File: config.mk
export PLATFORM = sky130hd
export DESIGN_NAME = teatris_sequenciador_jogadas
export DESIGN_NICKNAME = d
export VERILOG_FILES = /design/src/rtl/teatris_pkg.sv /design/src/rtl/teatris_lfsr8.sv /design/src/rtl/teatris_sequenciador_jogadas.sv
export SDC_FILE = /design/constraint.sdc
export NUM_CORES = 1
export LEC_CHECK = 0
export CAP_MARGIN = 20
export CORE_AREA = 10 10 57 59
export DETAILED_ROUTE_END_ITERATION = 10
export DIE_AREA = 0 0 67 69
export HOLD_SLACK_MARGIN = 0.1
export PLACE_DENSITY = 0.78
export SLEW_MARGIN = 20
export SYNTH_ARGS = -nofsm -noshare
export SYNTH_HDL_FRONTEND = slang
export SYNTH_SLANG_ARGS = --single-unit
File: constraint.sdc
create_clock -name clock -period 3.1 [get_ports clock]
set_input_delay 0.31 -clock clock [delete_from_list [all_inputs] [get_ports clock]]
set_output_delay 0.31 -clock clock [all_outputs]
set_load 0.1 [all_outputs]
File: src/rtl/teatris_pkg.sv
// Shared definitions for the teatris play sequencer.
// Contents: sequencer state enum, LFSR seed and tap mask, and the helper that
// turns a button index into the one-hot play pattern (index 0 -> MSB).
package teatris_pkg;

    typedef enum logic [1:0] {
        OCIOSO    = 2'd0,
        BUSCA     = 2'd1,
        APRESENTA = 2'd2,
        FIM       = 2'd3
    } estado_seq_t;

    localparam logic [7:0] LFSR_SEMENTE = 8'hA5;
    // Feedback taps: bits 7, 5, 4 and 3.
    localparam logic [7:0] LFSR_TAPS    = 8'hB8;

    // Button index i out of n buttons -> bit n-1-i set (8-bit result, caller truncates).
    function automatic logic [7:0] indice_para_onehot(input logic [2:0] i, input int unsigned n);
        logic [2:0] pos;
        pos = 3'(n - 1) - i;
        return 8'd1 << pos;
    endfunction

endpackage

File: src/rtl/teatris_lfsr8.sv
// 8-bit Fibonacci LFSR used for the pseudo-random play mode.
// Ports: clock, reset_n (sync, active-low, resets to LFSR_SEMENTE),
//        carregar (load semente), semente, passo (advance one step), valor.
module teatris_lfsr8
    import teatris_pkg::*;
(
    input  logic       clock,
    input  logic       reset_n,
    input  logic       carregar,
    input  logic [7:0] semente,
    input  logic       passo,
    output logic [7:0] valor
);

    // Load has priority over step; a loaded seed is never zero by construction.
    always_ff @(posedge clock) begin
        if (!reset_n) begin
            valor <= LFSR_SEMENTE;
        end else if (carregar) begin
            valor <= semente;
        end else if (passo) begin
            valor <= {valor[6:0], ^(valor & LFSR_TAPS)};
        end
    end

endmodule

File: src/rtl/teatris_sequenciador_jogadas.sv
// Expected-play sequencer: produces the one-hot button pattern for the selected
// sequence, stepping under an iniciar/avancar handshake from the game FSM.
// Ports: clock, reset_n (sync, active-low); iniciar, sequencia, modo_aleatorio
// (latched on accepted start); avancar (advance, only while presenting);
// jogada / jogada_valida (expected play to the comparator); endereco (step index);
// fim (sequence exhausted); ocupado (fetching or presenting).
module teatris_sequenciador_jogadas
    import teatris_pkg::*;
#(
    parameter  int unsigned N_BOTOES     = 4,
    parameter  int unsigned LARGURA_END  = 4,
    parameter  int unsigned N_SEQUENCIAS = 4,
    localparam int unsigned LS           = (N_SEQUENCIAS > 1) ? $clog2(N_SEQUENCIAS) : 1
) (
    input  logic                   clock,
    input  logic                   reset_n,
    input  logic                   iniciar,
    input  logic [LS-1:0]          sequencia,
    input  logic                   modo_aleatorio,
    input  logic                   avancar,
    output logic [N_BOTOES-1:0]    jogada,
    output logic                   jogada_valida,
    output logic [LARGURA_END-1:0] endereco,
    output logic                   fim,
    output logic                   ocupado
);

    localparam int unsigned LB = (N_BOTOES > 1) ? $clog2(N_BOTOES) : 1;
    localparam int unsigned LA = LARGURA_END + 2;
    localparam logic [LARGURA_END-1:0] ULTIMO = '1;

    estado_seq_t       estado;
    estado_seq_t       estado_prox;
    logic [LS-1:0]     s_reg;
    logic              modo_reg;
    logic              carregar_c;
    logic              passo_c;
    logic [LS-1:0]     s_mod_c;
    logic [LA-1:0]     soma_c;
    logic [LB-1:0]     indice_c;
    logic [7:0]        lfsr_valor;

    // Out-of-range selections fold back into the valid sequence range.
    assign s_mod_c = LS'(32'(sequencia) % N_SEQUENCIAS);

    teatris_lfsr8 u_lfsr (
        .clock    (clock),
        .reset_n  (reset_n),
        .carregar (carregar_c),
        .semente  (LFSR_SEMENTE ^ 8'(s_mod_c)),
        .passo    (passo_c & modo_reg),
        .valor    (lfsr_valor)
    );

    // Next-state logic; start and advance strobes decoded from the current state.
    always_comb begin
        estado_prox = estado;
        carregar_c  = 1'b0;
        passo_c     = 1'b0;
        unique case (estado)
            OCIOSO, FIM: begin
                if (iniciar) begin
                    carregar_c  = 1'b1;
                    estado_prox = BUSCA;
                end
            end
            BUSCA: begin
                estado_prox = APRESENTA;
            end
            APRESENTA: begin
                if (avancar) begin
                    if (endereco == ULTIMO) begin
                        estado_prox = FIM;
                    end else begin
                        passo_c     = 1'b1;
                        estado_prox = BUSCA;
                    end
                end
            end
            default: estado_prox = OCIOSO;
        endcase
    end

    // Button index: deterministic (3*addr + s) mod N, or low bits of the LFSR.
    always_comb begin
        soma_c = LA'(3) * LA'(endereco) + LA'(s_reg);
        if (modo_reg) begin
            indice_c = LB'(32'(lfsr_valor) % N_BOTOES);
        end else begin
            indice_c = LB'(32'(soma_c) % N_BOTOES);
        end
    end

    // State, latched selection, address counter and registered outputs.
    always_ff @(posedge clock) begin
        if (!reset_n) begin
            estado        <= OCIOSO;
            s_reg         <= '0;
            modo_reg      <= 1'b0;
            endereco      <= '0;
            jogada        <= '0;
            jogada_valida <= 1'b0;
            fim           <= 1'b0;
            ocupado       <= 1'b0;
        end else begin
            estado        <= estado_prox;
            jogada_valida <= (estado_prox == APRESENTA);
            fim           <= (estado_prox == FIM);
            ocupado       <= (estado_prox == BUSCA) || (estado_prox == APRESENTA);
            if (carregar_c) begin
                s_reg    <= s_mod_c;
                modo_reg <= modo_aleatorio;
                endereco <= '0;
            end else if (passo_c) begin
                endereco <= endereco + LARGURA_END'(1);
            end
            // The play is captured only in BUSCA so it stays stable while presented.
            if (estado == BUSCA) begin
                jogada <= N_BOTOES'(indice_para_onehot(3'(indice_c), N_BOTOES));
            end
        end
    end

endmodule

# [After elaboration in Yosys (flattened, before gate mapping)]
# Index checks and enable logic that the tools add are counted.
[totals] ff_bits=24 inputBits=7
[classes] add_sub_neg=3 n_mul=1 n_eq_ne=7 shifts=1 mux=12 bitwise=3 n_reduce_logical=6
[ops] operator="2-to-1 mux 8 bit" count=2
[ops] operator="== test 2 bit (second input constant)" count=4
[ops] operator="2-to-1 mux 2 bit" count=4
[ops] operator="XOR reduction 8 bit" count=1
[ops] operator="case mux 2 bit (3 select lines)" count=1
[ops] operator="2-to-1 mux 1 bit" count=5
[ops] operator="adder 4 x 1 -> 4 bit (second input constant)" count=1
[ops] operator="== test 2 x 1 -> 1 bit (second input constant)" count=2
[ops] operator="== test 4 bit (second input constant)" count=1
[ops] operator="multiplier 2 x 4 -> 2 bit (first input constant)" count=1
[ops] operator="NOT 1 -> 4 bit" count=1
[ops] operator="OR reduction 2 bit" count=2
[ops] operator="<< shifter 1 x 3 -> 4 bit (first input constant)" count=1
[ops] operator="subtractor 2 x 2 -> 3 bit (first input constant)" count=1
[ops] operator="adder 2 bit" count=1
[ops] operator="logical NOT 2 bit" count=1
[ops] operator="nonzero test 2 bit" count=1
[ops] operator="AND 1 bit" count=1
[ops] operator="logical OR 1 bit" count=1
[ops] operator="NOT 1 bit" count=1

# [Logic depth before layout (Yosys ltp)]
[depth] word_depth=7 ltp_mapped=8 ltp_nobuf=7

# [Modules after synthesis]
# A second synthesis with hierarchy kept.
[hier_totals] hier_cells=134 hier_area_um2=1222.4
[modules_own_cells] mod="teatris_sequenciador_jogadas" n_inst=1 cells_each=94 area_per_inst_um2=827.0
[modules_own_cells] mod="teatris_lfsr8" n_inst=1 cells_each=40 area_per_inst_um2=395.4

# [Worst setup path before layout]
# OpenSTA, ideal clock, no wires.
[synth_path] kind="register to register" start="reg endereco[0]" end="reg ocupado" arrival_time_ns=2.283 path_slack_ns=0.752 path_stages_with_launch=8 synth_period_minus_slack_ns=2.348 cell_sequence="dfxtp_1 > ha_1 > and3_1 > buf_6 > a2111oi_2 > nor3b_1 > ha_1 > nor2b_1"
[synth_via] elab_chain_cells=6 word_cells_on_any_way=7 classes_between="eq/ne: 3; mux: 3; reduce/logical: 1"
[synth_lines] element="from (decl)" line_no="teatris_sequenciador_jogadas.sv:23" source="output logic [LARGURA_END-1:0] endereco,"
[synth_lines] element="from (signal assigned)" line_no="teatris_sequenciador_jogadas.sv:115" source="endereco <= endereco + LARGURA_END'(1);"
[synth_lines] element="== test 4 bit (*)" line_no="teatris_sequenciador_jogadas.sv:72" source="if (endereco == ULTIMO) begin"
[synth_lines] element="2-to-1 mux 2 bit (*)" line_no="teatris_sequenciador_jogadas.sv:72"
[synth_lines] element="2-to-1 mux 2 bit (*)" line_no="teatris_sequenciador_jogadas.sv:71" source="if (avancar) begin"
[synth_lines] element="case mux 2 bit (3 select lines) (*)" line_no="teatris_sequenciador_jogadas.sv:60" source="unique case (estado)"
[synth_lines] element="via estado_prox[1]" line_no="teatris_sequenciador_jogadas.sv:33" source="estado_seq_t estado_prox;"
[synth_lines] element="== test 2 x 1 -> 1 bit / == test 2 bit (equally long branches)" line_no="teatris_sequenciador_jogadas.sv:109" source="ocupado <= (estado_prox == BUSCA) || (estado_prox == APRESENTA);"
[synth_lines] element="logical OR 1 bit (*)" line_no="teatris_sequenciador_jogadas.sv:109"
[synth_lines] element="to (signal assigned)" line_no="teatris_sequenciador_jogadas.sv:109"
[synth_lines] element="to (decl)" line_no="teatris_sequenciador_jogadas.sv:25" source="output logic ocupado"
# The timed path passes the listed nets; every way through them passes the cells marked *.
# A chain may end at the register's enable or synchronous reset.

# [Worst setup path after layout]
[layout_path] start="reg endereco[2]" end="out endereco[2]"
# No word-level cell between the ends.

==> flow_summary_export.csv <==
group,metric,value,unit
power,ir_worst_vdd,0.6243,mV
placement,hpwl,1701,um
logic_synthesis,synth_area,1136,um2
worst_setup_path,cp_top_family,"buffers and inverters",
power,internal-power,0.6446,mW
sta,fin_crit,2.203,ns
clock_tree,cts_resized,0,
worst_setup_path,critPathSlowestCell,"clkdlybuf4s50_1",
cells_and_area,final_nets,150,
worst_setup_path,critPathArrivalTime,1.89,ns
route,ant_nets,0,
power,p_sw,0.4897,mW
route,first_iter_violations,33,
clock_tree,ctsHtreeMaxLevel,1,
route,drt-total-wl,2283,um
cells_and_area,top_regs,"u_lfsr.valor: 8 flops, endereco: 4 flops, jogada: 4 flops",
sta,fmax,454.0,MHz
sta,drv_slew,0,
hold_path,hold_class,"reg -> reg",
power,clock_power_share,20.4,%
cells_and_area,syn_to_final_growth,19.71,%
route,vias_per_cell,5.390,
floorplanning,die-area,4623,um2
status,status,"finished clean",
sta,hold_violations,0,
power,p_total,1.134,mW
global_route,grt_max_degree,20,
clock_tree,tritoncts,"built",
logic_synthesis,synth.lib_cells_used.distinct,30,
floorplanning,rows,17,
route,drc,0,
worst_setup_path,r2r-start,"endereco[0]",
sta,tightest_slew,0.9761,ns
cells_and_area,diodes,0,
worst_setup_path,reg2reg_slack,1.25,ns
route,routed-via-count,884,
worst_setup_path,r2r_end,"ocupado",
flow_run,max_cap_viol_count,0,
sta,finalSetupTns,0,ns
power,p_per_area,834.1,nW/um2
worst_setup_path,crit_path_start_kind,"flip-flop",
global_route,grt_pass1_wl,4022,um
sta,max_slew_margin,34.72,%
power,cellLeakagePower,0.5258,nW
logic_synthesis,synth.yosys.warnings,0,
power,switching_share,43.17,%
placement,globalplace.congestion,0.7545,
floorplanning,fp.dieW,67,um
placement,preCtsSetupSlack,1.173,ns
clock_tree,hold_buffers,0,
worst_setup_path,path_cells,"clkdlybuf4s50_1",
floorplanning,ios,18,
route,wire_per_inst,13.92,um
clock_tree,cts.sinks,24,
floorplanning,start_util,52.88,%
cells_and_area,regMostFlops,"u_lfsr.valor",
route,drt_first_pass_iters,4,
sta,rsz0062_at_grt,"no",
power,power_frac_seq,35.5,%
cells_and_area,design_area,1360,um2
cells_and_area,multi_input_area,601.8,um2
floorplanning,core-area,2148,um2
global_route,grt-ovfl-total,0,
placement,io_buffers,17,
placement,place_area,1308,um2
sta,finalCritPeriodShare,71.05,%
clock_tree,cts.path.max_buffers,2,
sta,skew,0.004665,ns
worst_setup_path,slowest_delay,1.16,ns
worst_setup_path,endpoint_kind,"output pin",
sta,fin_ws,0.8974,ns
logic_synthesis,synth_cells,120,
clock_tree,cts_root_buf,"clkbuf_4",
worst_setup_path,worstSetupEndpoint,"endereco[2]",
clock_tree,cts.clk_slew.worst_paths,0.13,ns
cells_and_area,nFillCells,187,
worst_setup_path,cp.depth,1,
cells_and_area,seqCellArea,480.5,um2
clock_tree,cts_buffers,3,
global_route,antenna_found_initial,0,
logic_synthesis,synth-seq-cells,24,
cells_and_area,largest_reg_flops,8,
worst_setup_path,cp_max_fo,4,
worst_setup_path,path_buf_inv,1,
cells_and_area,drive_above_1_share,7.353,%
clock_tree,clock_latency,0.33,ns
global_route,track_usage,10.79,%
worst_setup_path,cp-startpoint,"endereco[2]",
logic_synthesis,syn_area_per_cell,9.467,um2
cells_and_area,final_cells,164,
worst_setup_path,cp.required,2.79,ns
worst_setup_path,r2r_cells,6,
logic_synthesis,ys_seq_area_share,42.29,%
clock_tree,postCtsSetupBuffers,0,
worst_setup_path,crit_type,"reg -> out",
global_route,grt_pass1_vias,938,
logic_synthesis,syn_nets,133,
sta,setup_viol_count_final,0,
power,power_frac_comb,44.1,%
placement,dp.cells,160,
floorplanning,die_h,69,um
==> layer usage <==
layer / GRT usage (%) / wire [um] / vias up
li1: - / - / 438
met2: 17.05 / 1077 / 24
met1: 11.47 / 967 / 415
met4: 6.561 / 61 / 0
met5: 0 / 0 / -
met3: 4.348 / 177 / 7
==> cell families (layout without fill, tap and decap cells) <==
logic type	after synthesis	in the layout	synth area share (%)
fa+ha+maj	6	6	6.608
compound gates	19	19	10.46
mux	9	9	8.370
xor+xnor	7	7	6.608
simple gates	45	45	20.93
flops	24	24	42.29
buf+inv	10	26	4.735
==> worst reg2reg max path, delay by kind of cell (launching register included) <==
family                     cells  cell delay, ns
and+or+nand+nor                3            0.75
DFF                            1            0.46
adders and majority gates      2            0.49
AOI/OAI and AO/OA              1            0.11
==> worst min-delay path by stage <==
stage | from | end | slack (ns) | depth (start not counted)
2_1_floorplan | s_reg[0] | s_reg[0] | 0.45 | 2
3_3_place_gp | s_reg[0] | s_reg[0] | 0.46 | 2
3_5_place_dp | jogada[2] | jogada[2] | 0.47 | 2
4_1_cts | jogada[2] | jogada[2] | 0.49 | 2
5_1_grt | jogada[2] | jogada[2] | 0.52 | 2
6_report | jogada[3] | jogada[3] | 0.49 | 2
==> Yosys cell counts <==
cell | instances | area, um2
and3_1 | 2 | 12.51
o21a_1 | 1 | 7.510
inv_1 | 4 | 15.01
mux2_4 | 1 | 15.01
a21o_1 | 1 | 7.510
nand3b_1 | 2 | 15.01
nand2_1 | 10 | 37.54
clkbuf_1 | 3 | 11.26
nor3b_1 | 3 | 22.52
ha_1 | 6 | 75.07
a2111oi_2 | 1 | 15.01
nand3_1 | 9 | 45.04
a31oi_1 | 1 | 6.260
nor2b_1 | 3 | 18.77
nand2_2 | 1 | 6.260
dfxtp_1 | 24 | 480.5
nor3_1 | 2 | 10.01
buf_6 | 2 | 22.52
and2_1 | 4 | 25.02
nor3b_2 | 1 | 12.51
xnor3_1 | 1 | 22.52
a21oi_1 | 4 | 20.02
xnor2_1 | 5 | 43.79
buf_2 | 1 | 5.000
a21boi_0 | 3 | 22.52
o21ai_0 | 8 | 40.04
or2_1 | 1 | 6.260
xor2_1 | 1 | 8.760
nor2_1 | 7 | 26.28
mux2i_1 | 8 | 80.08
==> cells in the final DEF, fill, tap and decap left out <==
cell             count
ha_1                 6
clkdlybuf4s50_1     16
mux2i_1              8
and2_1               4
a21oi_1              4
o21ai_0              8
a21o_1               1
nand2_2              1
a2111oi_2            1
nand3_1              9
and3_1               2
bufinv_16            1
xnor3_1              1
dfxtp_1             24
nor3b_1              3
clkbuf_4             3
nor2b_1              3
nand2_1             10
mux2_4               1
or2_1                1
inv_1                4
nor3_1               2
a21boi_0             3
xor2_1               1
nand3b_1             2
nor2_1               7
a31oi_1              1
buf_4                2
nor3b_2              1
xnor2_1              5
o21a_1               1
==> stage by stage <==
| stage | hold slack (ns) | utilization (%) |
|---|---|---|
| 2_1_floorplan | 0.4472 | - |
| 3_3_place_gp | 0.4620 | 60.86 |
| 6_report | 0.4851 | 63.31 |
| 4_1_cts | 0.4908 | 63.31 |
| 3_5_place_dp | 0.4667 | 60.86 |
| 5_1_grt | 0.5197 | 63.31 |
==> final cells by class <==
type,count,share of cell area [%]
flip-flops and latches,24,35.33
clock inverters,1,2.208
inverters,4,1.104
repair buffers,18,12.88
clock buffers,3,1.656
multi-input cells,86,44.25
well taps,28,2.576
==> power groups by stage <==
stage | Sequential [mW] | Combinational (mW) | Clock (mW)
after floorplan | 0.604 | 0.193 | 0
after global placement | 0.404 | 0.493 | 0
after detailed placement | 0.408 | 0.501 | 0
after CTS | 0.402 | 0.504 | 0.235
after global routing | 0.411 | 0.543 | 0.248
final | 0.403 | 0.500 | 0.231
(Power assumes the default switching activity.)
